[src/rtl/pipeline_defs.sv]
// rtl/pipeline_defs.sv - shared pipeline definitions: divider state encoding and width
package pipeline_defs;

    localparam int DIV_WIDTH = 32;

    typedef enum logic [1:0] {
        DIV_IDLE = 2'd0,
        DIV_CALC = 2'd1,
        DIV_DONE = 2'd2
    } divState_t;

endpackage

[src/rtl/div_step.sv]
// rtl/div_step.sv - one combinational restoring-division iteration
module div_step #(
    parameter int WIDTH = 32
) (
    input  logic [WIDTH-1:0] remIn,
    input  logic             dividendBit,
    input  logic [WIDTH-1:0] divisor,
    output logic [WIDTH-1:0] remOut,
    output logic             quoBit
);

    logic [WIDTH:0] shifted;
    logic [WIDTH:0] diff;

    assign shifted = {remIn, dividendBit};
    assign diff    = shifted - {1'b0, divisor};

    // remIn < divisor keeps shifted < 2*divisor, so diff's top bit is set exactly when the trial went negative
    assign quoBit  = ~diff[WIDTH];
    assign remOut  = quoBit ? diff[WIDTH-1:0] : shifted[WIDTH-1:0];

endmodule

[src/rtl/div_unit.sv]
// rtl/div_unit.sv - multi-cycle radix-2 restoring divider for DIV/DIVU in EX
module div_unit
    import pipeline_defs::*;
#(
    parameter int WIDTH = DIV_WIDTH
) (
    input  logic               clk,
    input  logic               rst,
    input  logic               start,
    input  logic               signed_div,
    input  logic               annul,
    input  logic [WIDTH-1:0]   a,
    input  logic [WIDTH-1:0]   b,
    output logic [2*WIDTH-1:0] result,
    output logic               ready,
    output logic               busy
);

    localparam int CW = $clog2(WIDTH + 1);

    divState_t        state;
    divState_t        nextState;
    logic [CW-1:0]    counter;
    logic [WIDTH-1:0] dividendReg;
    logic [WIDTH-1:0] divisorReg;
    logic [WIDTH-1:0] remReg;
    logic             signQ;
    logic             signR;

    logic [WIDTH-1:0] absA;
    logic [WIDTH-1:0] absB;
    logic [WIDTH-1:0] stepRem;
    logic             stepQ;
    logic [WIDTH-1:0] quoFinal;
    logic [WIDTH-1:0] quoFix;
    logic [WIDTH-1:0] remFix;

    assign absA = (signed_div && a[WIDTH-1]) ? (~a + 1'b1) : a;
    assign absB = (signed_div && b[WIDTH-1]) ? (~b + 1'b1) : b;

    div_step #(
        .WIDTH(WIDTH)
    ) u_step (
        .remIn      (remReg),
        .dividendBit(dividendReg[WIDTH-1]),
        .divisor    (divisorReg),
        .remOut     (stepRem),
        .quoBit     (stepQ)
    );

    // The dividend register shifts out dividend bits and shifts in quotient bits
    assign quoFinal = {dividendReg[WIDTH-2:0], stepQ};
    assign quoFix   = signQ ? (~quoFinal + 1'b1) : quoFinal;
    assign remFix   = signR ? (~stepRem + 1'b1) : stepRem;

    assign busy = (state != DIV_IDLE);

    always_ff @(posedge clk or posedge rst) begin
        if (rst) begin
            state <= DIV_IDLE;
        end else begin
            state <= nextState;
        end
    end

    always_comb begin
        nextState = state;
        case (state)
            DIV_IDLE: if (start) nextState = (b == '0) ? DIV_DONE : DIV_CALC;
            DIV_CALC: if (counter == CW'(1)) nextState = DIV_DONE;
            DIV_DONE: nextState = DIV_IDLE;
            default:  nextState = DIV_IDLE;
        endcase
        if (annul) nextState = DIV_IDLE;
    end

    always_ff @(posedge clk or posedge rst) begin
        if (rst) begin
            counter     <= '0;
            dividendReg <= '0;
            divisorReg  <= '0;
            remReg      <= '0;
            signQ       <= 1'b0;
            signR       <= 1'b0;
            result      <= '0;
            ready       <= 1'b0;
        end else begin
            ready <= (nextState == DIV_DONE);
            case (state)
                DIV_IDLE: begin
                    if (start && !annul) begin
                        divisorReg  <= absB;
                        dividendReg <= absA;
                        remReg      <= '0;
                        counter     <= CW'(WIDTH);
                        signQ       <= signed_div & (a[WIDTH-1] ^ b[WIDTH-1]);
                        signR       <= signed_div & a[WIDTH-1];
                        // Divide by zero: skip iteration, remainder is the raw dividend
                        if (b == '0) begin
                            result <= {a, {WIDTH{1'b1}}};
                        end
                    end
                end
                DIV_CALC: begin
                    remReg      <= stepRem;
                    dividendReg <= quoFinal;
                    counter     <= counter - CW'(1);
                    if (nextState == DIV_DONE) begin
                        result <= {remFix, quoFix};
                    end
                end
                default: begin
                end
            endcase
        end
    end

endmodule

[config.mk]
export PLATFORM = sky130hd
export DESIGN_NAME = div_unit
export DESIGN_NICKNAME = d
export VERILOG_FILES = /design/src/rtl/pipeline_defs.sv /design/src/rtl/div_step.sv /design/src/rtl/div_unit.sv
export SDC_FILE = /design/constraint.sdc
export NUM_CORES = 1
export LEC_CHECK = 0
export CAP_MARGIN = 20
export CELL_PAD_IN_SITES_DETAIL_PLACEMENT = 1
export CELL_PAD_IN_SITES_GLOBAL_PLACEMENT = 2
export CORE_UTILIZATION = 34
export DETAILED_ROUTE_END_ITERATION = 7
export PLACE_DENSITY_LB_ADDON = 0.12
export SYNTH_ARGS = -nofsm -noshare
export SYNTH_HDL_FRONTEND = slang
export SYNTH_SLANG_ARGS = --single-unit
[constraint.sdc]
create_clock -name clk -period 7.1 [get_ports clk]
set_input_delay 1.065 -clock clk [delete_from_list [all_inputs] [get_ports clk]]
set_output_delay 1.065 -clock clk [all_outputs]
set_load 0.02 [all_outputs]
-- Yosys cells after proc, flatten, opt, wreduce, memory -nomap -nowiden
Cells that the tools add are included.
- input bits: 69
- logic and storage cells: 60
- flip-flop bits (word level): 171
- multiplexer cells: 20
- reduce and logical (&&, ||, !) cells: 11
- bitwise logic cells: 8
- add/subtract/negate cells: 6
- equal/unequal tests: 6
- operator list (kind ; number):
    32-bit two-way mux ; 7
    64-bit two-way mux ; 3
    32-bit by 1-bit adder with 32-bit output, second input constant ; 4
    32-bit inverter ; 4
    32-bit case mux with 2 select lines ; 2
    64-bit case mux with 2 select lines ; 1
    33-bit by 32-bit subtractor with 33-bit output ; 1
    32-bit logical NOT ; 1
    6-bit case mux with 2 select lines ; 1
    2-bit two-way mux ; 4
    6-bit by 1-bit equality test with 1-bit output, second input constant ; 1
    6-bit two-way mux ; 1
    2-bit != test, second input constant ; 3
    6-bit by 1-bit subtractor with 6-bit output, second input constant ; 1
    2-bit case mux with 2 select lines ; 1
    2-bit AND reduction ; 2
    4-bit AND reduction ; 1
    2-bit nonzero test ; 2
    1-bit logical AND ; 3
    1-bit AND ; 2
    2-bit by 1-bit equality test with 1-bit output, second input constant ; 1
    2-bit equality test, second input constant ; 1
    2-bit logical NOT ; 1
    1-bit logical NOT ; 1
    2 further kinds ; 2

-- Depth between registers and ports, before layout
Gate-level depths: netlist of the first run.
- depth after elaboration: 8
- depth in mapped cells: 26
- depth with buffers taken out: 22

-- Modules after synthesis
A second synthesis of the first run with hierarchy kept.
- cells, all modules: 1450
- area, all modules: 11961.5 µm²
- by module, submodules not included (module ; area an instance (µm²) ; times used ; cells each):
    div_unit ; 9705.6 ; 1 ; 1139
    div_step ; 2255.9 ; 1 ; 311

-- Worst setup path after synthesis of the first run
No wires, ideal clock.
- path kind: flip-flop to flip-flop
- start: register dividendReg[31]
- end: register result[58]
- cell stages (with the launch flop): 27
- data required time: 6.976 ns
- setup slack: 2.398 ns
- setup time: 0.124 ns
- data arrival time: 4.578 ns
- buffers on the path: 4
- cell sequence: dfrtp_1 > inv_1 > ha_1 > fa_1 > nand2b_1 > a211o_1 > a32o_1 > o21a_4 > nor3_2 > or2_2 > buf_6 > nor2_4 > clkinv_2 > buf_6 > buf_2 > buf_2 > nor2_1 > a21oi_1 > ha_1 > nor3b_1 > nand2_1 > a21oi_1 > a31oi_1 > a2111oi_0 > o21ai_1 > mux2i_1 > a21oi_1
- longest elaborated chain between the ends: 7
- RTL lines (what ; line ; source):
    start: declaration ; div_unit.sv:24 ; logic [WIDTH-1:0] dividendReg;
    start signal: assignment ; div_unit.sv:93 ; dividendReg <= absA;
    start signal: assignment ; div_unit.sv:106 ; dividendReg <= quoFinal;
    33-bit by 32-bit subtractor with 33-bit output ; div_step.sv:16 ; assign diff = shifted - {1'b0, divisor};
    32-bit two-way mux * ; div_step.sv:20 ; assign remOut = quoBit ? diff[WIDTH-1:0] : shifted[WIDTH-1:0];
    32-bit inverter ; div_unit.sv:54 ; assign remFix = signR ? (~stepRem + 1'b1) : stepRem;
    32-bit by 1-bit adder with 32-bit output ; div_unit.sv:54 ;
    32-bit two-way mux * ; div_unit.sv:54 ;
    64-bit two-way mux * ; div_unit.sv:108 ; if (nextState == DIV_DONE) begin
    64-bit case mux with 2 select lines * ; div_unit.sv:89 ; case (state)
    end signal: assignment ; div_unit.sv:100 ; result <= {a, {WIDTH{1'b1}}};
    end signal: assignment ; div_unit.sv:109 ; result <= {remFix, quoFix};
    end: declaration ; div_unit.sv:14 ; output logic [2*WIDTH-1:0] result,
Every way passes the cells marked *; elsewhere a longest branch is shown, timed or not. The select of a mux whose other input is x is not followed.
A chain may end at the register's enable or synchronous reset.

-- Worst setup path in the final report of the first run
- start: register dividendReg[31]
- end: register result[26]
- longest elaborated chain between the ends: 7
- RTL lines (what ; line ; source):
    33-bit by 32-bit subtractor with 33-bit output ; div_step.sv:16 ;
    1-bit inverter ; div_step.sv:19 ; assign quoBit = ~diff[WIDTH];
    32-bit inverter ; div_unit.sv:53 ; assign quoFix = signQ ? (~quoFinal + 1'b1) : quoFinal;
    32-bit by 1-bit adder with 32-bit output ; div_unit.sv:53 ;
    32-bit two-way mux ; div_unit.sv:53 ;
    64-bit two-way mux ; div_unit.sv:108 ;
    64-bit case mux with 2 select lines ; div_unit.sv:89 ;
Every way passes these cells. The select of a mux whose other input is x is not followed.

==> run summary, run 1 <==
The number of flops mapped to enable cells by yosys came out at 0. The horizontal die dimension is 193 µm. Once detail routing completed, the nets flagged for antenna violations numbered 0. The setup clock skew after layout is 0.0121 ns. The post-layout minimum cycle time came out at about 5.3 ns. The number of cells on the worst hold path is 2. TritonCTS built the clock tree. The portion of the clock cycle consumed by the worst path in the final layout is 75.1%. The overall track demand over capacity in global routing came out at a little under a quarter.

The maximum clock frequency came out at roughly 0.19 GHz. The worst max-slew margin expressed relative to the limit came out at a little under a third. Using the TritonRoute via totals, the vias-per-cell ratio works out to 5.57. The per-instance average area after synthesis is 8.07 µm². The cell type with the largest total area after synthesis is dfrtp_1. After detailed routing, the number of remaining DRC violations is 22. The global-route wire length before repair came out at 66.5 mm. The final hold violation count came to 0. The initial antenna violation count is 0. In this run the power density over the cells is 447 mW/mm². The post-synthesis async set-or-reset flop share came out at 100%. The final net count came out at 1727. Setup repair after global routing left no endpoint under its margin. VDD sags by at most 0.192 mV. The average detailed-routed wire length per instance is 19.7 µm. The compound-gate portion of the synthesized area is 24.3%.

The count of buffers added on input and output ports is 134. The clock passes through at most 2 buffers. The post-cts sizing count is 0. The share of the synthesized netlist area taken by xor and xnor gates is 7.86%. The root buffer selected by CTS is clkbuf_16. Summing every instance area after synthesis gives 0.0124 mm².

Counting tap cells, the placed design contains a total of 2061 instances. The clock latency at the later pin of the worst-skew pair is ~0.45 ns. The share of cell area taken by muxes after synthesis came out at under 10%. The final non-filler cell total is 2092. At the placement stage, the worst setup path has a slack of between 1 and 1.5 ns. Setup slack on the critical path of the routed design comes to between 1.5 and 2 ns. In this run, post-CTS hold repair placed 0 buffers. The number of setup violations in the final report came out at 0. The total overflow left after global routing is 0. The sort of element at the start of the critical path is a flop. By area, the combinational part of the netlist is dominated by compound AO/OA/AOI/OAI gates.

Counting instances in the post-synthesis netlist gives the leading cell types as 171 x dfrtp_1, 162 x nand2_1, 162 x nor2_1. The leakage power total came out at 5.97 nW. The flip-flop and latch count after synthesis came out at 171.

The layout has 4252 filler cells. Clock-pin slew was measured on the worst setup and hold paths at 0.07 ns. The distinct cell type count after synthesis is 91. The via count of the first global-routing pass came out at 11.7k. After detailed routing, the total wire length is 41.2 mm. The total power is 6.57 mW.

The clock sink count is 171. Counting cells, the worst reg-to-reg path comes to 19. Entering global routing, the biggest net connects 73 pins. The category of the critical setup timing path is flop to flop. The first-iteration detailed-routing DRC count is 578. In this run the worst path has a maximum fanout of 33.

Across the run, the number of max-cap violations was 0. The final weighted congestion of routability-driven global placement is 0.826. Summing the sequential cell areas from Yosys gives around a third of the chip area. Among all flip-flop cells after synthesis, the most frequent one is dfrtp_1.

The number of buffers created by CTS came out at 17. The number of H-tree branching levels is 4. The worst hold path terminates at divisorReg[12]. At the worst endpoint, the arrival time is 5.64 ns. The total number of vias is 11.6k.

The sum of negative setup slack came out at 0 ns. Synthesis handed over a netlist of 1533 instances. Summing the areas of all fa, ha and maj instances in the mapped netlist gives 4.01% of the synthesized area. The vertical die dimension is 193 µm.

The number of rows created at floorplan came out at 69. The flop-to-flop setup slack came out at 1.77 ns. The first detailed-routing pass took 7 iterations. The area fraction in and, or, nand and nor cells after synthesis came out at 21.3%. The floorplan step defined a core boundary enclosing 0.0357 mm². The final-layout worst hold slack is around 0.48 ns. STA classifies the critical path endpoint as a flop. The number of inserted diodes is 0.

The fraction of final layout cells sized beyond drive strength 1 is 6.19%. The transition at the pin with the smallest max-transition slack is 1.04 ns. The count of warnings emitted by yosys came out at 0. The worst hold path belongs to the class flop to flop. The effective utilization at floorplan is between 30% and 40%. The proportion of netlist area held by the largest area contributor came out at 34.6%. In this run the critical register-to-register path is captured at result[26]. Relative to the synthesized area, the layout overhead comes to 18.9%. Post-CTS timing repair inserted 0 buffers for setup. The HPWL reported at the end of detailed placement came out at 31.4 mm. The run finished, with violations left. The most common cell in the synthesized netlist is dfrtp_1. The die area is 0.0371 mm². The worst flop-to-flop path startpoint is dividendReg[31]. Counting every net in the synthesized netlist gives 1641. The required time of the worst setup path is 7.41 ns. The worst hold path begins at divisorReg[12]. Pin placement for this block handled 135 I/O pins. Sorting the synthesized cells by area gives the leading types as dfrtp_1 35%, a21oi_1 5.8%, o21ai_0 5.0%, nand2_1 4.9%, nor2_1 4.9%. The number of pins with negative max-slew slack in the final report is 0. The checks that failed: design-rule violations.
-- cells in the final DEF (no fill, tap or decap), types with 10 or more instances in the layout --
master           count
dfrtp_1            171
nor2_1             162
nand2_1            162
a21oi_1            143
clkdlybuf4s50_1    134
o21ai_0            124
xor2_1              65
inv_1               58
nor3_1              53
a31oi_1             50
xnor2_1             46
nand3_1             45
ha_1                38
mux2i_1             33
o31ai_1             21
clkbuf_16           17
nand2b_1            16
or3_1               16
and3_1              16
buf_4               16
o21a_1              12
a21o_1              10
a211oi_1            10
o41ai_1             10
o22ai_1             10
-- worst max-delay path, cell delays in order, from the launching register on --
cell and delay, ns:
dfrtp_1 0.46, inv_1 0.07, ha_1 0.21, fa_1 0.40, nand2b_1 0.23, a211o_1 0.32
a32o_1 0.30, o21a_4 0.25, nor3_2 0.19, or2_2 0.28, nor2_4 0.07, clkinv_2 0.10
buf_4 0.42, ha_1 0.33, nand4_1 0.19, or2_2 0.41, or3_1 0.42, o31ai_1 0.26
xor2_1 0.17, a31oi_1 0.09
-- metrics by stage --
step                      cell area, µm²  util [%]
after floorplan                    12400         -
after global placement             14100      39.5
after detailed placement           14100      39.5
after CTS                          14700      41.2
after global routing               14700      41.2
final                              14700      41.2
-- final cells by class --
class | instances | area, µm² | area share (%)
flip-flops and latches | 171 | 4280 | 29.1
repair buffers | 151 | 1480 | 10.1
well taps | 461 | 577 | 3.92
clock buffers | 22 | 474 | 3.23
multi-input cells | 1216 | 7510 | 51.1
clock inverters | 9 | 139 | 0.945
inverters | 62 | 239 | 1.63
-- kinds of logic after synthesis --
| logic type | after synthesis |
|---|---|
| compound gates | 476 |
| xor+xnor | 111 |
| fa+ha+maj | 39 |
| buf+inv | 146 |
| flops | 171 |
| mux | 37 |
| simple gates | 553 |
-- how the worst max path moves through the flow --
| stage | start | depth (start not counted) | end | slack [ns] |
|---|---|---|---|---|
| 6_report | dividendReg[31] | 19 | result[26] | 1.77 |
| 3_3_place_gp | b[3] | 14 | result[8] | 1.51 |
| 4_1_cts | dividendReg[31] | 19 | result[26] | 1.73 |
| 3_5_place_dp | b[3] | 14 | result[18] | 1.34 |
| 5_1_grt | dividendReg[31] | 22 | result[60] | 1.40 |
| 2_1_floorplan | rst | 1 | counter[0] | 1.40 |
-- registers in the layout (all words and copies together), names as in the netlist --
name	cells
result	64
dividendReg	32
divisorReg	32
remReg	32
counter	6
state	2
ready	1
signQ	1
signR	1
-- layer usage --
| metal | share of wire [%] | GRT usage, % | vias up |
|---|---|---|---|
| li1 | - | - | 5682 |
| met1 | 49 | 31.7 | 5756 |
| met2 | 47 | 37.8 | 175 |
| met3 | 2.5 | 2.51 | 30 |
| met4 | 1.6 | 6.33 | 0 |
| met5 | 0 | 0 | - |
-- power by group --
| part | switching (mW) | internal (mW) |
|---|---|---|
| Clock | 0.433 | 0.582 |
| Sequential | 0.403 | 1.33 |
| Combinational | 2.32 | 1.50 |
Power figures use the tool's default switching activity.
==> inputs of run 2 (changes only) <==
==> constraint.sdc (replaced) <==
create_clock -name clk -period 5.5 [get_ports clk]
set_input_delay 0.825 -clock clk [delete_from_list [all_inputs] [get_ports clk]]
set_output_delay 0.825 -clock clk [all_outputs]
set_load 0.02 [all_outputs]
==> run 2 against run 1 <==
Net effect: the flow still finishes with violations (design-rule violations); power rose by 29%; clock power up 25%; sequential power is 28% higher; core utilization up 0.13 points; worst setup slack worse by 1.3 ns; via count increased by 0.23%; hold slack hardly changed; flip-flop and latch count did not move; routed wire length grew 0.90%; largest power group unchanged.
==> run summary, run 2 (same netlist as run 1, synthesis figures left out) <==
Outcome: finished, violations left (unchanged). Violated checks: design-rule violations (unchanged). The required time of the worst setup path came out at 5.84 ns (was 7.41 ns). The leakage power total came to 6.01 nW (was 5.97 nW). The number of buffers created by CTS came to 17 (unchanged). The sum of overflow across all layers after global routing came out at 0 (unchanged). The largest net degree at the start of global routing is 101 (was 73).

The horizontal die dimension is 193 µm (unchanged). The class of the worst hold path is flop to flop (unchanged). The worst flop-to-flop path startpoint is dividendReg[31] (unchanged). The area growth from synthesis to layout is 19.3% (was 18.9%). The clock sink count came out at 171 (unchanged). Unrepaired setup endpoints after global routing: no (unchanged).

The final routed DRC violation total came out at 22 (unchanged). The top layer used by detailed routing was met5 (was met4). The number of rows created at floorplan came out at 69 (unchanged). The via count of the first global-routing pass came to 11.6k (was 11.7k). The final-layout worst hold slack came out at 0.479 ns (about the same). The biggest fanout along the worst timing path was 10 (was 33). The sum of negative setup slack is 0 ns (unchanged). The hold path startpoint is divisorReg[16] (was divisorReg[12]). The flip-flop count of the largest register, all copies and words added came out at 64 (unchanged). The TritonCTS clock tree was done (unchanged). The ratio of routed vias to standard cells came out at 5.56 (was 5.57).

The flop-to-flop setup slack came out at 0.47 ns (was 1.77 ns). The port buffer count is 134 (unchanged). The vertical die dimension came to 193 µm (unchanged).

The root buffer selected by CTS is clkbuf_16 (unchanged). Most frequent cells in the layout: 171 x dfrtp_1, 162 x nor2_1, 162 x nand2_1 (unchanged). The worst max-slew margin expressed relative to the limit is 27.2% (was 30.5%). The average detailed-routed wire length per instance came out at 19.8 µm (was 19.7 µm). The data arrival time of the critical path came out at 5.37 ns (was 5.64 ns). The count of maximum capacitance violations was 0 (unchanged).

The final weighted congestion of routability-driven global placement is 0.828 (was 0.826). The clock latency at the later pin of the worst-skew pair is 0.45 ns (about the same). The number of pins with negative max-slew slack in the final report is 0 (unchanged). The buffer levels on the longest clock path is 2 (unchanged). The number of setup violations in the final report came to 0 (unchanged). The category of the critical setup timing path is flop to flop (unchanged). The endpoint class of the critical path is a flop (unchanged). The number of I/O pins was 135 (unchanged).

The register containing the most flip-flops in the final layout is result (unchanged). The maximum clock frequency came to 0.199 GHz (was 0.188 GHz). The final net count came out at 1733 (was 1727). The total number of vias came to 11.7k (was 11.6k). The portion of the clock cycle consumed by the worst path in the final layout came out at 91.5% (was 75.1%).

The effective utilization at floorplan is 34.7% (unchanged). The fraction of final layout cells sized beyond drive strength 1 is 6.65% (was 6.19%). The post-layout minimum cycle time is 5.03 ns (was 5.33 ns). The global-route wire length before repair is 66.7 mm (was 66.5 mm). The hold buffer count at cts is 0 (unchanged). The overall track demand over capacity in global routing came out at 23.2% (was 23.0%). The launch point of the worst path was dividendReg[31] (unchanged). The clock-pin slew on the worst setup and hold paths came to 0.07 ns (about the same).

The setup clock skew after layout is 0.0125 ns (was 0.0121 ns). The met2 wire length came out at 19.2 mm (was 19.5 mm). The final hold violation count is 0 (unchanged). The die area came out at 0.0371 mm² (unchanged).

The transition at the pin with the smallest max-transition slack is 1.09 ns (was 1.04 ns). The post-cts sizing count is 0 (unchanged). The sort of element at the start of the critical path is a flop (unchanged).

The number of H-tree branching levels is 4 (unchanged). The count of buffers added by post-CTS timing repair for setup came out at 0 (unchanged). The total iterations of the first detailed-routing run is 8 (was 7).

The first-iteration detailed-routing DRC count was 608 (was 578). The highest ir drop seen on vdd is 0.249 mV (was 0.192 mV). The number of fill cells in the layout came out at 4313 (was 4252). The post-detailed-routing wire length came out at 41.6 mm (was 41.2 mm). The most frequent standard cell in the layout excluding fill and tap cells is dfrtp_1 (unchanged). The post-detailed-route count of antenna-violating nets came out at 0 (unchanged).

The initial antenna violation count is 1 (was 0). The power density normalized to cell area was 576 mW/mm² (was 447 mW/mm²). The met3 routed wirelength came out at 1.21 mm (was 1.04 mm). The number of inserted diodes is 0 (unchanged). The HPWL reported at the end of detailed placement is 31.6 mm (was 31.4 mm). The met1 wire length is 20.4 mm (was 20.0 mm).

The area of the placeable core was 0.0357 mm² (unchanged).
run 2: critical path, cell delays in order (launching register included):
cell and delay [ns]:
dfrtp_1 0.40, inv_1 0.06, ha_1 0.21, fa_1 0.40, nand2b_1 0.22, a211o_1 0.31, a32o_1 0.29, o21a_4 0.24
nor3_2 0.21, or2_2 0.26, nor2_4 0.07, clkinv_2 0.14, nor2_1 0.06, a21oi_1 0.22, ha_1 0.25, nor3b_1 0.31
nand2_1 0.09, a21oi_1 0.13, a31oi_1 0.14, a2111oi_0 0.50, o21ai_1 0.13, mux2i_1 0.18, a21oi_1 0.08
run 2: metal layers:
layer  global-route usage, %  vias to the layer above
met2                    37.4                      199
met3                    2.42                       40
met5                       0                        -
met4                    6.60                        2
li1                        -                     5698
met1                    32.5                     5731
run 2: per-stage QoR:
step	setup WS (ns)	utilization [%]	total power, mW	area (µm²)	cells
6_report	0.468	41.4	8.49	14700	2099
3_3_place_gp	0.658	39.7	7.16	14100	2067
3_5_place_dp	0.498	39.7	7.22	14100	2067
5_1_grt	0.0494	41.4	9.15	14700	2099
2_1_floorplan	0.0432	-	5.53	12400	1533
4_1_cts	0.464	41.4	8.53	14700	2099
run 2: area by class of cell:
cell class              count  area, µm²  area share [%]
multi-input cells        1216       7510            50.9
flip-flops and latches    171       4280            29.0
repair buffers            157       1540            10.4
well taps                 461        577            3.91
clock buffers              18        429            2.91
inverters                  62        239            1.62
clock inverters            14        171            1.16
run 2: where the power goes:
part	switching, mW	internal, mW	total, mW
clock network	0.564	0.716	1.28
logic	3.02	1.96	4.98
registers	0.516	1.72	2.23
total	4.10	4.39	8.49
run 2: worst paths after layout:
check,endpoint,cells past startpoint
worst max register to register,result[58],22
worst min-delay path,divisorReg[16],2
max in group asynchronous,divisorReg[26],3
min in group asynchronous,result[8],2
worst min register to register,divisorReg[16],2
worst max-delay path,result[58],22
